==> src/rtl/bus_bb_pkg.sv <==
// Shared definitions for the bb system bus: default widths, transfer mode
// encodings and the slave responder state type.
package bus_bb_pkg;

  localparam int DEFAULT_ADDR_W = 16;
  localparam int DEFAULT_DATA_W = 8;

  localparam logic MODE_READ  = 1'b0;
  localparam logic MODE_WRITE = 1'b1;

  typedef enum logic [1:0] {
    IDLE,
    WAIT,
    RESP
  } slave_state_t;

endpackage

==> src/rtl/slave_bb_mem.sv <==
// Local byte store for the bb slave: one synchronous write port, one
// registered read port whose output holds until the next read.
module slave_bb_mem #(
  parameter int DATA_W    = 8,
  parameter int MEM_DEPTH = 256
) (
  input  logic                         clk,
  input  logic                         rst,
  input  logic                         we,
  input  logic [$clog2(MEM_DEPTH)-1:0] waddr,
  input  logic [DATA_W-1:0]            wdata,
  input  logic                         re,
  input  logic [$clog2(MEM_DEPTH)-1:0] raddr,
  output logic [DATA_W-1:0]            rdata
);

  logic [DATA_W-1:0] mem [MEM_DEPTH];

  // Reset clears every entry so an aborted transfer leaves no trace.
  always_ff @(posedge clk or posedge rst) begin
    if (rst) begin
      for (int i = 0; i < MEM_DEPTH; i++) begin
        mem[i] <= '0;
      end
      rdata <= '0;
    end else begin
      if (we) begin
        mem[waddr] <= wdata;
      end
      if (re) begin
        rdata <= mem[raddr];
      end
    end
  end

endmodule

==> src/rtl/slave_bb.sv <==
// bb bus responder: decodes its address window, inserts a fixed number of
// wait states, then completes the captured transfer with a one-cycle ready.
module slave_bb
  import bus_bb_pkg::*;
#(
  parameter int                ADDR_W      = DEFAULT_ADDR_W,
  parameter int                DATA_W      = DEFAULT_DATA_W,
  parameter int                MEM_DEPTH   = 256,
  parameter logic [ADDR_W-1:0] BASE_ADDR   = ADDR_W'(16'h1000),
  parameter int                WAIT_CYCLES = 1
) (
  input  logic              clk,
  input  logic              rst,
  input  logic [ADDR_W-1:0] sl_address,
  input  logic [DATA_W-1:0] sl_wdata,
  input  logic              sl_mode,
  input  logic              m_valid,
  output logic              ready,
  output logic [DATA_W-1:0] rdata
);

  localparam int                IDX_W     = $clog2(MEM_DEPTH);
  localparam logic [ADDR_W:0]   WIN_LO    = {1'b0, BASE_ADDR};
  localparam logic [ADDR_W:0]   WIN_HI    = WIN_LO + (ADDR_W + 1)'(MEM_DEPTH);
  localparam logic [3:0]        WAIT_LOAD = 4'(WAIT_CYCLES - 1);

  slave_state_t      state, state_d;
  logic [3:0]        cnt, cnt_d;
  logic [IDX_W-1:0]  idx_q, idx_in, acc_idx;
  logic [DATA_W-1:0] wdata_q, acc_wdata;
  logic              mode_q, acc_mode;
  logic              in_window, start, capture, go;
  logic              mem_we, mem_re, ready_q;

  // Widened compare so a window ending at the top of the address space works.
  assign in_window = ({1'b0, sl_address} >= WIN_LO) && ({1'b0, sl_address} < WIN_HI);
  assign idx_in    = IDX_W'(sl_address - BASE_ADDR);
  assign start     = m_valid && in_window;

  always_comb begin
    state_d   = state;
    cnt_d     = cnt;
    capture   = 1'b0;
    go        = 1'b0;
    acc_idx   = idx_q;
    acc_wdata = wdata_q;
    acc_mode  = mode_q;
    case (state)
      IDLE: begin
        if (start) begin
          capture = 1'b1;
          if (WAIT_CYCLES == 0) begin
            // No wait states: the access uses the live request directly.
            state_d   = RESP;
            go        = 1'b1;
            acc_idx   = idx_in;
            acc_wdata = sl_wdata;
            acc_mode  = sl_mode;
          end else begin
            state_d = WAIT;
            cnt_d   = WAIT_LOAD;
          end
        end
      end
      WAIT: begin
        if (cnt == 4'd0) begin
          state_d = RESP;
          go      = 1'b1;
        end else begin
          cnt_d = cnt - 4'd1;
        end
      end
      RESP:    state_d = IDLE;
      default: state_d = IDLE;
    endcase
    mem_we = go && (acc_mode == MODE_WRITE);
    mem_re = go && (acc_mode == MODE_READ);
  end

  always_ff @(posedge clk or posedge rst) begin
    if (rst) begin
      state   <= IDLE;
      cnt     <= 4'd0;
      idx_q   <= '0;
      wdata_q <= '0;
      mode_q  <= MODE_READ;
      ready_q <= 1'b0;
    end else begin
      state   <= state_d;
      cnt     <= cnt_d;
      ready_q <= (state_d == RESP);
      if (capture) begin
        idx_q   <= idx_in;
        wdata_q <= sl_wdata;
        mode_q  <= sl_mode;
      end
    end
  end

  slave_bb_mem #(
    .DATA_W    (DATA_W),
    .MEM_DEPTH (MEM_DEPTH)
  ) u_mem (
    .clk   (clk),
    .rst   (rst),
    .we    (mem_we),
    .waddr (acc_idx),
    .wdata (acc_wdata),
    .re    (mem_re),
    .raddr (acc_idx),
    .rdata (rdata)
  );

  assign ready = ready_q;

endmodule

==> config.mk <==
export PLATFORM = sky130hd
export DESIGN_NAME = slave_bb
export DESIGN_NICKNAME = d
export VERILOG_FILES = /design/src/rtl/bus_bb_pkg.sv /design/src/rtl/slave_bb_mem.sv /design/src/rtl/slave_bb.sv
export SDC_FILE = /design/constraint.sdc
export NUM_CORES = 2
export LEC_CHECK = 0
export ABC_AREA = 1
export CORE_MARGIN = 8
export CORE_UTILIZATION = 26
export DETAILED_ROUTE_END_ITERATION = 7
export DONT_BUFFER_PORTS = 1
export GPL_TIMING_DRIVEN = 0
export HOLD_SLACK_MARGIN = 0.15
export SLEW_MARGIN = 15
export SYNTH_ARGS = -nofsm -noshare
export SYNTH_HDL_FRONTEND = slang
export SYNTH_SLANG_ARGS = --single-unit
==> constraint.sdc <==
create_clock -name clk -period 82.1 [get_ports clk]
set_clock_uncertainty 0.2 [all_clocks]
set_input_delay 8.21 -clock clk [delete_from_list [all_inputs] [get_ports clk]]
set_output_delay 8.21 -clock clk [all_outputs]
set_load 0.02 [all_outputs]
Yosys cells after proc, flatten, opt, wreduce, memory -nomap -nowiden

Index checks and enable logic that the tools add are counted.

Shift-type cells: 0
Bitwise gates (word level): 2
$add $sub $neg: 2
$lt $le $gt $ge: 4
Equal/unequal tests: 4
Divide/modulo/power cells: 0
Multipliers: 0
Multiplexer cells: 16
Reduce and logical (&&, ||, !) cells: 9

Operators with widths:

| cell                                                                | count |
|---|---|
| bitwise mux 2048 bit                                                | 1 |
| binary-select mux 8 bit (select 8 bit)                              | 1 |
| demux 8 bit (select 8 bit)                                          | 1 |
| 2-to-1 mux 8 bit                                                    | 3 |
| greater-or-equal comparator 16 x 13 -> 1 bit, second input constant | 1 |
| < comparator 16 x 13 -> 1 bit, second input constant                | 1 |
| greater-or-equal comparator 9 bit, second input constant            | 1 |
| < comparator 9 x 1 -> 1 bit, second input constant                  | 1 |
| NOT 8 -> 9 bit                                                      | 1 |
| 2-to-1 mux 4 bit                                                    | 2 |
| one-hot mux 4 bit (2 select lines)                                  | 1 |
| subtractor 8 x 1 -> 8 bit, second input constant                    | 1 |
| logical AND 1 bit                                                   | 5 |
| logical NOT 4 bit                                                   | 1 |
| 2-to-1 mux 1 bit                                                    | 4 |
| 2-to-1 mux 2 bit                                                    | 2 |
| != test 2 bit, second input constant                                | 2 |
| one-hot mux 2 bit (2 select lines)                                  | 1 |
| subtractor 4 x 1 -> 4 bit, second input constant                    | 1 |
| AND reduction 3 bit                                                 | 1 |
| == test 2 x 1 -> 1 bit, second input constant                       | 1 |
| == test 2 bit, second input constant                                | 1 |
| logical NOT 2 bit                                                   | 1 |
| nonzero test 2 bit                                                  | 1 |
| NOT 1 bit                                                           | 1 |

Output and inout port bits: 9
Bits in writable memories: 0
Input bits: 28
Latch bits: 0
Flip-flop bits (word level): 2080
Memories: 0
Word-level logic and storage cells: 300
ROM bits: 0

Logic depth before layout (Yosys ltp)

Depth in word-level cells: 6
Mapped depth: 19
Depth with buffers taken out: 15

Hierarchy

From an unflattened synthesis, not the netlist that was laid out.

Cells, all modules: 11677
Area total of the unflattened synthesis: 95935.8 um2

Modules (own cells, without submodules):

| module       | instances | area each (um2) | cells each | seq. area each (um2) |
|---|---|---|---|---|
| slave_bb_mem | 1         | 94838.5         | 11549      | 51449.3 |
| slave_bb     | 1         | 1097.3          | 128        | 600.6 |

Worst setup path after synthesis

OpenSTA, ideal clock, no wires.

Path kind: input -> register
Start: input sl_address[9]
End: register cnt[3]
Required time: 81.780 ns
Arrival: 9.519 ns
Cell stages on the path: 8
Path slack: 72.261 ns
Path buffers: 0
Setup time: 0.120 ns
Cells stage by stage: nor4_1 > nand3_1 > nor3_1 > a21oi_1 > inv_1 > nand2_1 > o21ai_0 > nor2_1

Word-level cells in the longest chain between the ends: 5
Elaborated cells on any way between the ends: 6
Those cells by class: order compare (2); eq/ne (1); reduce/logical (3)

RTL lines:

| element                                                                                              | line           | source |
|---|---|---|
| start: declaration                                                                                   | slave_bb.sv:14 | `input logic [ADDR_W-1:0] sl_address,` |
| greater-or-equal comparator 16 x 13 -> 1 bit / < comparator 16 x 13 -> 1 bit (equally long branches) | slave_bb.sv:36 | `assign in_window = ({1'b0, sl_address} >= WIN_LO) && ({1'b0, sl_address} < WIN_HI);` |
| logical AND 1 bit *                                                                                  | slave_bb.sv:36 |  |
| logical AND 1 bit *                                                                                  | slave_bb.sv:38 | `assign start = m_valid && in_window;` |
| != test 2 bit (no line) *                                                                            | -              |  |
| AND reduction 3 bit (no line) *                                                                      | -              |  |
| end signal: assignment                                                                               | slave_bb.sv:90 | `cnt <= cnt_d;` |
| end: declaration                                                                                     | slave_bb.sv:28 | `logic [3:0] cnt, cnt_d;` |

Mark *: on every way between the ends. The rest lies on a longest branch, timed or not.
A chain may end at the register's enable or synchronous reset.

==> flow_metrics.py <==
metrics = {
    "power_and_ir_drop": {
        "combPwrFrac_pct": 11.1,
        "seqPwrFrac_pct": 43.4,
        "total_power_mw": 2.38,
        "clockPowerShare_pct": 45.5,
        "p_leak_nw": 51.9,
        "power.internal_mw": 1.67,
        "power.density_nw_per_um2": 21.6,
        "p_sw_share_pct": 29.8,
        "ir_worst_vdd_mv": 0.0197,
        "netSwitchingPower_uw": 708,
    },
    "floorplan": {
        "core_area_um2": 364000,
        "io_pins": 37,
        "die_area_um2": 385000,
        "die_h_um": 620,
        "start_util_pct": 26.0,
        "fp.dieW_um": 620,
        "fp-row-count": 222,
    },
    "global_route": {
        "grt_max_degree": 110,
        "antenna_found_initial": 73,
        "track_usage_pct": 26.1,
        "overflow": 0,
        "grt_first_pass_wirelength_um": 702000,
        "grt_pass1_vias": 85100,
    },
    "finish": {
        "syn_to_final_growth_pct": 15.9,
        "drive_above_1_share_pct": 9.24,
        "final_util_pct": 30.2,
        "final-instance-count-excl-fill": 17300,
        "fillers": 39300,
        "finalNetCount": 12300,
        "layout_common_cells": "nand2_1, dfrtp_1, o21ai_0",
        "layout_commonest_cell": "nand2_1",
    },
    "clocking": {
        "cts.sinks": 2080,
        "htree_levels": 4,
        "path_clk_slew_ns": 0.06,
        "clockRootBuffer": "clkbuf_16",
        "cts_made_buffers": 228,
        "cts_resized": 0,
        "cts_max_path_buffers": 4,
        "hold_buffers": 0,
        "cts_setup_buffers": 0,
        "clock_latency_ns": 0.96,
        "cts_tree": "done",
    },
    "worst_setup_path": {
        "r2r-start": "acc_idx[4]$_DFFE_PP0P_",
        "required_ns": 82.97,
        "reg2reg_to": "u_mem.rdata[4]$_DFFE_PP0P_",
        "end_kind": "asynchronous set/reset pin",
        "r2r_cells": 10,
        "cp.arrival_ns": 11.65,
        "r2r_setup_slack_ns": 76.58,
        "critical_path.startpoint_type": "primary input",
        "crit_fanout": 105,
        "worstSetupPathType": "in2async",
    },
    "route": {
        "drc": 3,
        "wl_per_cell_um": 30.0,
        "drt-initial-drc-count": 15300,
        "viasPerCell": 5.41,
        "drt_wl_total_um": 520000,
        "vias": 93800,
        "drtPass1Iterations": 8,
        "ant_nets": 0,
    },
    "job": {
        "drv_cap": 0,
    },
    "timing": {
        "setup_viol": 0,
        "tightest_slew_ns": 1.47,
        "drv_slew": 0,
        "fmax_ghz": 0.0927,
        "rsz0062_at_grt": "false",
        "timing.slew.headroom_pct": 1.67,
        "min_period_over_period_pct": 13.1,
        "hold_viol": 0,
        "tns_ns": 0,
        "finalCriticalPeriod_ns": 10.78,
        "setup_ws_ns": 71.32,
    },
    "synth": {
        "ys_seq_area_share_pct": 54.9,
        "yosysWarnings": 0,
        "async_reset_ff_share_pct": 100,
        "synth_cells": 12000,
        "synth.avg_cell_area_um2": 7.92,
        "synth_fp_nets": 12000,
        "synth_area_um2": 94900,
        "synth-main-ff-cell": "dfrtp_1",
        "synth_edf_count": 0,
        "netlist-cell-type-count": 28,
        "synth.ff_latch_count": 2080,
    },
    "worst_hold_path": {
        "holdCritStartpoint": "u_mem.mem[554]$_DFFE_PP0P_",
        "whs_path_depth": 2,
        "min_to": "u_mem.mem[554]$_DFFE_PP0P_",
        "hold_path_class": "reg2reg",
    },
    "outcome": {
        "violations": "design-rule violations",
        "outcome": "finished, violations left",
    },
    "placed_design": {
        "post-place-ws_ns": 70.25,
        "io_buffers": 0,
        "routabilityCongestion": 1.03,
        "dp_cells": 16800,
        "dpl.hpwl_um": 366000,
    },
}
[logic make-up (layout without fill, tap and decap cells)]
| kind of cell | Yosys count | after routing | share of synthesized area, % |
|---|---|---|---|
| AOI/OAI and AO/OA | 2261 | 2261 | 11.9 |
| adders and majority gates | 2 | 2 | 0.0264 |
| buffers and inverters | 946 | 1401 | 4.54 |
| DFF | 2080 | 2080 | 54.9 |
| other | 0 | 87 | 0 |
| and+or+nand+nor | 6685 | 6685 | 28.6 |
[synthesized netlist by cell type, types with 60 or more instances]
| cell type | number | area [µm²] |
|---|---|---|
| buf_2 | 344 | 1720 |
| nor2_1 | 308 | 1160 |
| dfrtp_1 | 2080 | 52000 |
| clkbuf_1 | 435 | 1630 |
| a21oi_1 | 89 | 445 |
| buf_1 | 60 | 225 |
| nand2_2 | 113 | 707 |
| nand4_1 | 202 | 1260 |
| o21ai_0 | 1866 | 9340 |
| nand2_1 | 5503 | 20700 |
| o21ai_1 | 301 | 1510 |
| nand3_1 | 458 | 2290 |
[state kept, by name, indices dropped and copies added, names as in the netlist]
name / count
acc_mode: 1
acc_idx: 8
acc_wdata: 8
ready: 1
u_mem.rdata: 8
state: 2
cnt: 4
u_mem.mem: 2048
[how the worst max path moves through the flow]
| stage | slack (ns) | from | end | cells after the start |
|---|---|---|---|---|
| floorplan | 14.93 | rst | acc_idx[0]$_DFFE_PP0P_ | 1 |
| global placement | -12.06 | rst | u_mem.mem[1851]$_DFFE_PP0P_ | 1 |
| detailed placement | 70.25 | rst | u_mem.mem[1842]$_DFFE_PP0P_ | 7 |
| CTS | 71.19 | rst | u_mem.mem[1826]$_DFFE_PP0P_ | 7 |
| global route | 70.89 | rst | u_mem.mem[1826]$_DFFE_PP0P_ | 7 |
| finish | 71.32 | rst | u_mem.mem[1596]$_DFFE_PP0P_ | 7 |
[stage by stage]
stage | hold slack [ns] | instance area (µm²)
2_1_floorplan | 0.253 | 94900
6_report | 0.281 | 110000
3_3_place_gp | 0.265 | 101000
3_5_place_dp | 0.272 | 102000
4_1_cts | 0.287 | 110000
5_1_grt | 0.297 | 110000
[area by class of cell]
| cell class | count | area, µm² | area share [%] |
|---|---|---|---|
| multi-input combinational | 8948 | 38500 | 35.1 |
| clock inverter | 77 | 846 | 0.769 |
| buffer | 894 | 4260 | 3.87 |
| tap | 4816 | 6030 | 5.48 |
| antenna | 87 | 218 | 0.198 |
| inverter | 52 | 203 | 0.184 |
| sequential | 2080 | 52000 | 47.3 |
| timing repair buffer | 39 | 1010 | 0.917 |
| clock buffer | 339 | 6790 | 6.18 |
[power groups by stage]
stage                     sequential, mW  clock [mW]  combinational [mW]
after floorplan                     1.05           0              0.0830
after detailed placement            1.05           0               0.242
after global placement              1.06           0               0.234
after CTS                           1.03        1.08               0.243
final                               1.03        1.08               0.265
after global routing                1.03        1.12               0.252
[per-layer routing]
metal	vias to the layer above	global-route usage, %	share of wire, %
met2	6888	34.9	39
met3	1834	11.6	15
met1	45800	32.3	37
li1	39300	-	-
met5	-	0.0379	0.068
met4	34	20.3	9.5
[worst max-delay path, stage by stage]
cell	delay, ns
inv_8	0.36
buf_16	0.42
buf_16	0.45
buf_16	0.40
buf_16	0.41
buf_16	0.44
buf_16	0.37
Note: power is estimated with default switching activity, not from simulation.
